`src/rtl/tdc_calib_seq.sv`:
```
// TDC calibration sequencer: settles the calibration ring oscillator, accumulates hits,
// then requests a LUT rebuild. Launches on a CSR start or on the auto-recalibration timer.
module tdc_calib_seq #(
    parameter int g_SETTLE_CYCLES  = 1024,
    parameter int g_HIT_COUNT      = 65536,
    parameter int g_HIT_WIDTH      = 17,
    parameter int g_TIMEOUT_CYCLES = 16777216,
    parameter int g_PERIOD_WIDTH   = 32
) (
    input  logic                      sys_clk,
    input  logic                      rst_n_i,
    input  logic                      start_i,
    input  logic                      abort_i,
    input  logic [g_PERIOD_WIDTH-1:0] period_i,
    input  logic                      hit_i,
    input  logic                      lut_ack_i,
    output logic                      osc_en_o,
    output logic                      calib_sel_o,
    output logic                      lut_req_o,
    output logic                      busy_o,
    output logic                      done_o,
    output logic                      err_o,
    output logic [g_HIT_WIDTH-1:0]    hits_o
);

    // One phase counter serves both the settle delay and the ACCUM/UPDATE timeouts.
    localparam int CNT_MAX = (g_TIMEOUT_CYCLES > g_SETTLE_CYCLES) ? g_TIMEOUT_CYCLES : g_SETTLE_CYCLES;
    localparam int CNT_W   = $clog2(CNT_MAX) + 1;

    localparam logic [CNT_W-1:0]       SETTLE_LAST  = CNT_W'(g_SETTLE_CYCLES - 1);
    localparam logic [CNT_W-1:0]       TIMEOUT_LAST = CNT_W'(g_TIMEOUT_CYCLES - 1);
    localparam logic [g_HIT_WIDTH-1:0] HIT_LAST     = g_HIT_WIDTH'(g_HIT_COUNT - 1);
    localparam logic [g_HIT_WIDTH-1:0] HIT_FULL     = g_HIT_WIDTH'(g_HIT_COUNT);

    typedef enum logic [1:0] {
        S_IDLE,
        S_SETTLE,
        S_ACCUM,
        S_UPDATE
    } state_t;

    state_t                    state, state_nx;
    logic [CNT_W-1:0]          cnt;
    logic [g_PERIOD_WIDTH-1:0] timer;
    logic                      auto_due;
    logic                      launch, timed_out, finished, count_hit;

    logic                   osc_en_nx, calib_sel_nx, lut_req_nx, busy_nx, done_nx, err_nx;
    logic [g_HIT_WIDTH-1:0] hits_nx;

    assign auto_due = (period_i != '0) && (timer == period_i - g_PERIOD_WIDTH'(1));

    // NOTE: sequential state uses non-blocking assignments so every register samples
    // the pre-edge values of its peers, independent of process evaluation order.
    always_ff @(posedge sys_clk or negedge rst_n_i) begin
        if (!rst_n_i) begin
            state       <= S_IDLE;
            cnt         <= '0;
            timer       <= '0;
            osc_en_o    <= 1'b0;
            calib_sel_o <= 1'b0;
            lut_req_o   <= 1'b0;
            busy_o      <= 1'b0;
            done_o      <= 1'b0;
            err_o       <= 1'b0;
            hits_o      <= '0;
        end else begin
            state <= state_nx;
            cnt   <= (state == S_IDLE || state_nx != state) ? '0 : cnt + CNT_W'(1);
            if (state == S_IDLE)
                timer <= (launch || period_i == '0) ? '0 : timer + g_PERIOD_WIDTH'(1);
            osc_en_o    <= osc_en_nx;
            calib_sel_o <= calib_sel_nx;
            lut_req_o   <= lut_req_nx;
            busy_o      <= busy_nx;
            done_o      <= done_nx;
            err_o       <= err_nx;
            hits_o      <= hits_nx;
        end
    end

    // NOTE: every combinational output gets a default first so no path leaves it
    // unassigned, which would otherwise infer a latch.
    always_comb begin
        state_nx  = state;
        launch    = 1'b0;
        timed_out = 1'b0;
        finished  = 1'b0;
        count_hit = 1'b0;
        unique case (state)
            S_IDLE: begin
                if (start_i || auto_due) begin
                    launch   = 1'b1;
                    state_nx = S_SETTLE;
                end
            end
            S_SETTLE: begin
                if (abort_i)                  state_nx = S_IDLE;
                else if (cnt == SETTLE_LAST)  state_nx = S_ACCUM;
            end
            S_ACCUM: begin
                if (abort_i) begin
                    state_nx = S_IDLE;
                end else begin
                    count_hit = hit_i && (hits_o != HIT_FULL);
                    if (count_hit && hits_o == HIT_LAST) begin
                        state_nx = S_UPDATE;
                    end else if (cnt == TIMEOUT_LAST) begin
                        timed_out = 1'b1;
                        state_nx  = S_IDLE;
                    end
                end
            end
            S_UPDATE: begin
                if (abort_i) begin
                    state_nx = S_IDLE;
                end else if (lut_ack_i) begin
                    finished = 1'b1;
                    state_nx = S_IDLE;
                end else if (cnt == TIMEOUT_LAST) begin
                    timed_out = 1'b1;
                    state_nx  = S_IDLE;
                end
            end
            default: state_nx = S_IDLE;
        endcase
    end

    // Outputs are decoded from the upcoming state so the registers line up with it.
    always_comb begin
        osc_en_nx    = (state_nx == S_SETTLE) || (state_nx == S_ACCUM);
        calib_sel_nx = (state_nx != S_IDLE);
        lut_req_nx   = (state_nx == S_UPDATE);
        busy_nx      = (state_nx != S_IDLE);
        done_nx      = finished;
        err_nx       = err_o;
        hits_nx      = hits_o;
        if (launch) begin
            err_nx  = 1'b0;
            hits_nx = '0;
        end else begin
            if (timed_out) err_nx  = 1'b1;
            if (count_hit) hits_nx = hits_o + g_HIT_WIDTH'(1);
        end
    end

endmodule

```
`config.mk`:
```
export PLATFORM = sky130hd
export DESIGN_NAME = tdc_calib_seq
export DESIGN_NICKNAME = d
export VERILOG_FILES = /design/src/rtl/tdc_calib_seq.sv
export SDC_FILE = /design/constraint.sdc
export NUM_CORES = 1
export LEC_CHECK = 0
export ABC_AREA = 1
export CORE_UTILIZATION = 45
export DETAILED_ROUTE_END_ITERATION = 10
export PLACE_DENSITY = 0.7
export SETUP_SLACK_MARGIN = 0.3
export SYNTH_ARGS = -nofsm -noshare
export SYNTH_HDL_FRONTEND = slang
export SYNTH_SLANG_ARGS = --single-unit
```
`constraint.sdc`:
```
create_clock -name sys_clk -period 2.4 [get_ports sys_clk]
set_clock_uncertainty 0.1 [all_clocks]
set_input_delay 0.48 -clock sys_clk [delete_from_list [all_inputs] [get_ports sys_clk]]
set_output_delay 0.48 -clock sys_clk [all_outputs]
set_load 0.1 [all_outputs]
```
==> results of run 1 <==
cell usage after synthesis, types with 4 or more instances:
master,n
nor2_2,10
o21ai_0,10
o21bai_1,4
xor2_1,51
a21oi_1,6
nor3_1,25
buf_6,4
nand3_1,52
nor2_4,5
ha_1,8
xnor2_1,22
inv_1,126
dfrtp_1,81
nand4_1,23
o22ai_1,4
nor4_1,10
nand2_1,213
nor2_1,169
nand2_2,5
stage by stage:
stage | setup WS, ps | hold slack [ps] | util (%)
global route | -687 | 31.3 | 72.6
global placement | -794 | 366 | 59.6
detailed placement | -842 | 364 | 59.6
floorplan | -466 | 84.4 | -
CTS | -244 | 4.56 | 69.4
finish | -519 | -1.65 | 72.6
cell families (layout without fill, tap and decap cells):
| logic type | Yosys count | in the layout |
|---|---|---|
| adders and majority gates | 8 | 8 |
| xor gates and xnor gates | 74 | 74 |
| DFF | 81 | 81 |
| buffers and inverters | 141 | 373 |
| and+or+nand+nor | 525 | 528 |
| AOI/OAI and AO/OA | 34 | 34 |
layout by cell type (no fill, tap or decap), types with 4 or more instances in the layout:
master	count
clkbuf_2	11
nand2_4	12
nor2_1	81
nor3_1	15
nand2_1	174
a21oi_1	5
inv_2	14
o21ai_2	5
buf_2	5
nor3_4	4
xnor2_1	22
dfrtp_4	5
o21bai_1	4
buf_12	4
dfrtp_2	12
nand4_1	23
dfrtp_1	64
nor3_2	8
nand3_2	9
ha_2	4
nor2_2	59
dlygate4sd2_1	8
buf_4	152
xor2_1	50
o21ai_0	4
nand2_2	34
nor4_1	8
clkdlybuf4s50_1	5
inv_1	110
buf_6	37
nand3_1	41
clkbuf_16	9
nor2_4	44
flip-flops by register name, indices dropped and copies added (netlist names):
| register | count |
|---|---|
| busy_o | 1 |
| err_o | 1 |
| cnt | 25 |
| state | 2 |
| lut_req_o | 1 |
| hits_o | 17 |
| timer | 32 |
| done_o | 1 |
| osc_en_o | 1 |
routing by layer:
layer,GRT usage [%],vias up,part of all wire [%]
met1,33.8,3004,43
met4,11.3,0,3.2
li1,-,3162,-
met2,47.5,211,50
met3,3.09,51,4.2
met5,0,-,0
critical path, cell delays in order (launching register included):
cell and delay, ps:
dfrtp_4 430, ha_4 140, nand3_2 60, inv_2 80, nand3_4 90, nor2_4 140
nand2_2 80, inv_2 50, nand4_1 130, nor4_2 280, ha_2 220, inv_2 50
nor2_4 110, nand2_2 90, o21ai_2 80, nand2_1 80, o21a_1 160, nand2_1 80
nand2_2 60, clkinv_4 110, nand2_4 100, nor2_1 120
cell type report:
type                            instances  share of cell area [%]
Clock buffer                           10                    2.60
Sequential cell                        81                    22.4
Multi-Input combinational cell        644                    45.3
Clock inverter                          5                   0.870
Timing Repair Buffer                  227                    20.7
Timing Repair inverter                  1                   0.177
Inverter                              130                    5.59
Tap cell                              172                    2.34
final timing paths:
path | startpoint | end | slack, ps | cells past startpoint
max in group asynchronous | rst_n_i | timer[12] | 1590 | 2
min reg2reg | err_o | err_o | 450 | 2
min in group sys_clk | err_o | err_o | 450 | 2
min | rst_n_i | cnt[10] | -2 | 1
max | hits_o[0] | cnt[20] | -520 | 21
max reg2reg | hits_o[0] | cnt[20] | -520 | 21
power groups by stage:
stage	Sequential, mW	Combinational [mW]	Clock (mW)
2_1_floorplan	1.48	0.324	0
3_3_place_gp	1.45	0.639	0
3_5_place_dp	1.45	0.646	0
4_1_cts	1.43	0.789	1.51
5_1_grt	1.43	0.944	1.57
6_report	1.43	0.873	1.48
what timing repair did:
| item | 4_1_cts | 5_1_grt |
|---|---|---|
| endpoints found under the setup margin | 80 | 80 |
| setup buffers | 43 | 9 |
| resized for setup | 236 | 137 |
| pin swaps | 81 | 98 |
| cloned | 6 | 0 |
==> impl_summary.txt, run 1 <==
----------------------------------------------------
[Run status]
  Result of the run ... complete, but fails checks
  Violated checks ... hold timing, setup timing

[Detailed routing]
  Routed len/inst ... 14.7 um
  Drt initial violations ... 344
  Total via count after detailed routing ... 6,428
  Drt via density ... 5.06
  Post-route ant nets ... 0
  Total routed wirelength ... 18,600 um
  Detailed-route DRC error count ... 0
  Number of detailed-routing iterations run before antenna repair ... 5

[Synth]
  Cell type with the largest total area after synthesis ... dfrtp_1
  Main combinational cell family by area after synthesis ... simple AND/OR/NAND/NOR gates
  Warning count from the yosys run ... 0
  Unique cell type count in the Yosys netlist ... 43
  Synth top area share ... 34.6%
  Xor and xnor fraction of the mapped netlist area ... 11.3%
  Share of synthesized flip-flops with an asynchronous set or reset ... 100%
  Adder-cell share of the synthesized area ... 1.71%
  Top_reg_cell synth ... dfrtp_1
  Cell count after synthesis ... 863
  Sequential share of the synthesized area ... 34.6%
  Syn Nets ... 909
  Synthesized-area fraction occupied by and/or/nand/nor cells ... 39.2%
  Top cells by area in the synthesized netlist ... dfrtp_1, nand2_1, nor2_1, inv_1, xor2_1
  Area of the mapped netlist ... approximately 5900 um^2
  FF+latch count, synth ... 81
  Portion of netlist area occupied by mux cells ... 0%
  Compound-Gate Fraction of Synth Area ... 3.55%
  Mean post-synth cell area ... around 6.8 um^2
  Number of synthesized flops with an enable pin ... 0

[Die]
  Std-Cell Core Area ... 12,700 um^2
  Die Outline Area ... roughly 13,000 um^2
  Die width ... 116 um
  Initial cell density of the core ... 46.2%
  Die extent in y ... between 100 and 150 um
  Standard-cell rows ... 41
  Number of ports placed on the die boundary ... 61

[Placed design]
  Number of port buffers ... 60
  Instance count after placement with tap cells included ... 1,197
  Detailed placer's ending HPWL ... 11,200 um
  Placed standard-cell area ... ~7500 um^2
  Last weighted congestion value of the routability-driven placer ... about 0.9

[Run]
  Max-cap check violation count ... 0

[STA]
  Final period util ... 122%
  Aggregate negative setup slack ... -18,560 ps
  Shortest clock period the worst path allows after layout ... between 2000 and 3000 ps
  Setup repair after global routing missed its margin ... true
  Slew at the pin closest to its max-slew limit ... 556 ps
  Hold violation total from the final report ... 1
  Final count of negative-setup-slack endpoints ... between 70 and 80
  Number of max-slew violations in the final report ... 0
  Setup WS post-layout ... -519 ps
  Worst hold slack ... -1.65 ps
  Relative slew margins ... a little over three fifths
  Fmax ... 343 MHz

[GRT]
  Global-route usage over all layers ... 27.1%
  Wire length of the first global-routing pass ... 28,300 um
  GRT Residual Overflow ... 0
  Number of antenna violations at the first check in global routing ... 0
  Vias in the first global route ... 6,167
  Maximum number of pins on one net before global-route repair ... 48

[Clocking]
  Number of clock sinks ... 81
  Clock root buffer ... clkbuf_16
  Clock Tree Buf Depth ... 2
  Number of buffers created by CTS ... 9
  TritonCTS clock tree ... done
  Level count of the clock H-tree ... 3
  Clk Latency, worst-skew pair ... 340 ps
  CTS clock-pin slew for the worst setup and hold paths ... 60 ps
  Number of hold buffers added after cts ... 0

[Finish]
  Number of nets in the layout ... between 1,000 and 1,500
  Fraction of layout cells with a size suffix above 1 ... around 42%
  Seq. cell area ... 2060 um^2
  Final std cells w/o fill ... ~1,300
  Signed area change from the synthesized netlist to the final layout ... 57.2%
  Final design area excluding fillers ... 9210 um^2
  Fill cell count ... 970
  Multi-input combinational cell area ... 4170 um^2
  Diodes inserted ... 0

[Worst setup path]
  Required time of the critical path ... 2560 ps
  Kind of launch point of the worst setup path ... register
  Highest net fanout along the worst path ... 6
  Endpoint type of the worst setup path ... register
  Arrival @ worst endpoint ... 3080 ps
  Worst setup path category ... reg -> reg

[Worst hold path]
  Worst Hold Class ... in -> async

[Power]
  Clock Power Share ... 39.2%
  Pwr dens ... 411 nW/um^2
  Power after layout ... 3.78 mW
  Cell-internal power ... 2.69 mW
  Sw power ... about 1.1 mW
  Worst voltage drop across the vdd grid ... 0.484 mV
  Combinational share of power ... between 20% and 30%
  Standby leakage power ... 4.16 nW
  Switching share of power ... roughly 29%
  Reg power frac ... a little under two fifths

----------------------------------------------------
No activity file was read; power rests on OpenSTA's default activity.
==> run 2, diff against run 1 <==
GPL_ROUTABILITY_DRIVEN = 0   (was unset)
PLACE_DENSITY = 0.64   (was 0.7)
==> run 2 against run 1 <==
The run ends with setup timing left. Largest cell class unchanged. Critical path depth unchanged. Die area unchanged. Combinational power up 11%. Global-route usage up 0.19 points. Critical path type unchanged.
==> impl_summary.txt, run 2 (same netlist as run 1, synthesis figures left out) <==
----------------------------------------------------
[Run status]
  Result of the run ... complete, but fails checks (unchanged)
  Violated checks ... setup timing (was hold timing, setup timing)

[Clocking]
  CTS clock-pin slew for the worst setup and hold paths ... 60 ps (about the same)
  Clk Latency, worst-skew pair ... 340 ps (about the same)
  Level count of the clock H-tree ... 3 (unchanged)
  Number of buffers created by CTS ... 9 (unchanged)
  Number of clock sinks ... 81 (unchanged)
  Clock root buffer ... clkbuf_16 (unchanged)
  Clock Tree Buf Depth ... 2 (unchanged)
  TritonCTS clock tree ... done (unchanged)

[GRT]
  GRT Residual Overflow ... 0 (unchanged)
  Vias in the first global route ... 6,140 (was 6,167)
  Wire length of the first global-routing pass ... 28,600 um (was 28,300 um)
  Maximum number of pins on one net before global-route repair ... 45 (was 48)
  Global-route usage over all layers ... 27.3% (was 27.1%)
  Number of antenna violations at the first check in global routing ... 0 (unchanged)

[Finish]
  Number of nets in the layout ... 1,172 (was 1,140)
  Register with the highest flop count ... timer (unchanged)
  Largest registers ranked by flip-flop count ... timer: 32 flops, cnt: 25 flops, hits_o: 17 flops (unchanged)
  Seq. cell area ... 2060 um^2 (about the same)
  Max reg flops ... 32 (unchanged)
  Fill cell count ... 879 (was 970)
  Signed area change from the synthesized netlist to the final layout ... 65.3% (was 57.2%)
  Utilization of the core after routing ... 76.4% (was 72.6%)
  Multi-input combinational cell area ... 4330 um^2 (was 4170 um^2)
  Fraction of layout cells with a size suffix above 1 ... 45.4% (was 42.2%)
  Most frequent cells in the layout ... nand2_1, buf_4, inv_1, nor2_1, dfrtp_1 (unchanged)
  Diodes inserted ... 0 (unchanged)
  Most common library cell in the layout ignoring fill and taps ... nand2_1 (unchanged)

[Power]
  Standby leakage power ... 4.32 nW (was 4.16 nW)
  Pwr dens ... 398 nW/um^2 (was 411 nW/um^2)
  Worst voltage drop across the vdd grid ... 0.551 mV (was 0.484 mV)

[Detailed routing]
  Routed length on met3 ... 772 um (was 789 um)
  Number of detailed-routing iterations run before antenna repair ... 5 (unchanged)
  Drt via density ... 5.00 (was 5.06)
  Max Used Layer ... met4 (unchanged)
  Post-route ant nets ... 0 (unchanged)
  Routed metal-1 wire length ... 8140 um (was 8000 um)
  Wire length on met2 ... 9600 um (was 9250 um)
  Detailed-route DRC error count ... 0 (unchanged)
  Total routed wirelength ... 19,200 um (was 18,600 um)
  Total via count after detailed routing ... 6,521 (was 6,428)
  Drt initial violations ... 366 (was 344)
  Routed len/inst ... 14.7 um (about the same)

[Worst setup path]
  Slowest Stage Delay on Critical Path ... 430 ps (about the same)
  Cell family contributing the most delay on the critical path ... simple AND/OR/NAND/NOR gates (unchanged)
  Highest net fanout along the worst path ... 7 (was 6)
  Levels on crit path ... 21 (unchanged)
  Length in cells of the worst reg-to-reg path ... 21 (unchanged)
  Endpoint type of the worst setup path ... register (unchanged)
  Combined buffer and inverter count along the critical path ... 4 (unchanged)
  Slowest stage cell, crit path ... dfrtp_4 (unchanged)
  Cell chain of the critical path ... ha_4 -> nand3_2 -> inv_2 -> nand3_4 -> nor2_4 -> nand2_2 -> inv_2 -> nand4_1 -> nor4_2 -> ha_2 -> inv_2 -> nor2_4 -> nand2_2 -> o21ai_1 -> nand2_1 -> o21a_1 -> nand2_1 -> nand2_2 -> clkinv_4 -> nand2_8 -> nor2_4 (was ha_4 -> nand3_2 -> inv_2 -> nand3_4 -> nor2_4 -> nand2_2 -> inv_2 -> nand4_1 -> nor4_2 -> ha_2 -> inv_2 -> nor2_4 -> nand2_2 -> o21ai_2 -> nand2_1 -> o21a_1 -> nand2_1 -> nand2_2 -> clkinv_4 -> nand2_4 -> nor2_1)
  Arrival @ worst endpoint ... 3150 ps (was 3080 ps)
  Required time of the critical path ... 2570 ps (was 2560 ps)
  Worst setup path category ... reg -> reg (unchanged)
  Kind of launch point of the worst setup path ... register (unchanged)

[STA]
  Number of max-slew violations in the final report ... 0 (unchanged)
  Setup WS post-layout ... -578 ps (was -519 ps)
  Fmax ... 336 MHz (was 343 MHz)
  Slew at the pin closest to its max-slew limit ... 505 ps (was 556 ps)
  Relative slew margins ... 66.4% (was 62.6%)
  Final count of negative-setup-slack endpoints ... 77 (was 71)
  Worst hold slack ... 12.3 ps (was -1.65 ps)
  Hold violation total from the final report ... 0 (was 1)
  Final period util ... 124% (was 122%)
  Setup repair after global routing missed its margin ... true (unchanged)
  Shortest clock period the worst path allows after layout ... 2980 ps (was 2920 ps)
  Aggregate negative setup slack ... -20,690 ps (was -18,560 ps)

[Run]
  Max-cap check violation count ... 0 (unchanged)

[Die]
  Die extent in y ... 116 um (unchanged)
  Initial cell density of the core ... 46.2% (unchanged)
  Die width ... 116 um (unchanged)
  Die Outline Area ... 13,500 um^2 (unchanged)
  Number of ports placed on the die boundary ... 61 (unchanged)
  Std-Cell Core Area ... 12,700 um^2 (unchanged)
  Standard-cell rows ... 41 (unchanged)

[Worst hold path]
  Worst Hold Class ... in -> async (unchanged)

[Placed design]
  Number of port buffers ... 60 (unchanged)
  Detailed placer's ending HPWL ... 11,200 um (about the same)

----------------------------------------------------
-- run 2: cell count changes in the layout (fill, tap and decap cells not counted), moves of 3 or more --
| cell | change |
|---|---|
| xor2_2 | +6 |
| nor2_4 | +13 |
| buf_6 | +12 |
| dlygate4sd2_1 | -3 |
| buf_4 | +16 |
| nor2_1 | -14 |
| buf_2 | +7 |
| xor2_1 | -6 |
| nand2_4 | -6 |
| nand2_1 | +5 |
-- run 2: final cells by class --
class	instances	share of cell area, %
clock buffers	10	2.37
clock inverters	6	0.853
inverters	130	5.37
multi-input cells	644	44.7
flip-flops and latches	81	21.3
well taps	172	2.22
repair buffers	259	22.9
repair inverters	1	0.310
-- run 2: per-layer routing --
layer  vias up  global-route usage, %
met5         -                      0
met4         0                   10.9
met3        48                   3.40
met2       208                   47.1
met1      3041                   34.5
li1       3224                      -
-- run 2: timing repair --
action / in CTS / in global routing
gates cloned: 7 / 1
setup buffers: 51 / 30
gates resized for setup: 268 / 154
setup endpoints to repair: 80 / 80
pin swaps: 87 / 80
hold buffers: 0 / 0
-- run 2: where the power goes --
group	internal, mW	switching (mW)	total, mW
Sequential	1.40	0.0279	1.43
Clock	0.906	0.553	1.46
Combinational	0.419	0.549	0.968
-- run 2: worst register-to-register path, delay by kind of cell, from the launching register on --
kind	cells	cell delay [ps]
buf+inv	4	320
flops	1	430
fa+ha+maj	2	390
simple gates	13	1430
compound gates	2	260
-- run 2: stage by stage --
step	instance area (um^2)	setup WS, ps	power, mW	instances
after global routing	9680	-725	4.01	1303
after CTS	9010	-231	3.72	1272
after floorplan	6030	-466	1.80	863
final	9680	-578	3.85	1303
after detailed placement	7570	-922	2.08	1198
after global placement	7570	-870	2.08	1198
-- run 2: path summary, 6_finish.rpt --
path	slack (ps)	to	startpoint
worst min register to register	430	cnt[0]	cnt[0]
max in group asynchronous	1570	timer[4]	rst_n_i
worst max register to register	-580	cnt[24]	hits_o[1]
min in group sys_clk	430	cnt[0]	cnt[0]
worst max-delay path	-580	cnt[24]	hits_o[1]
worst min-delay path	10	cnt[3]	rst_n_i
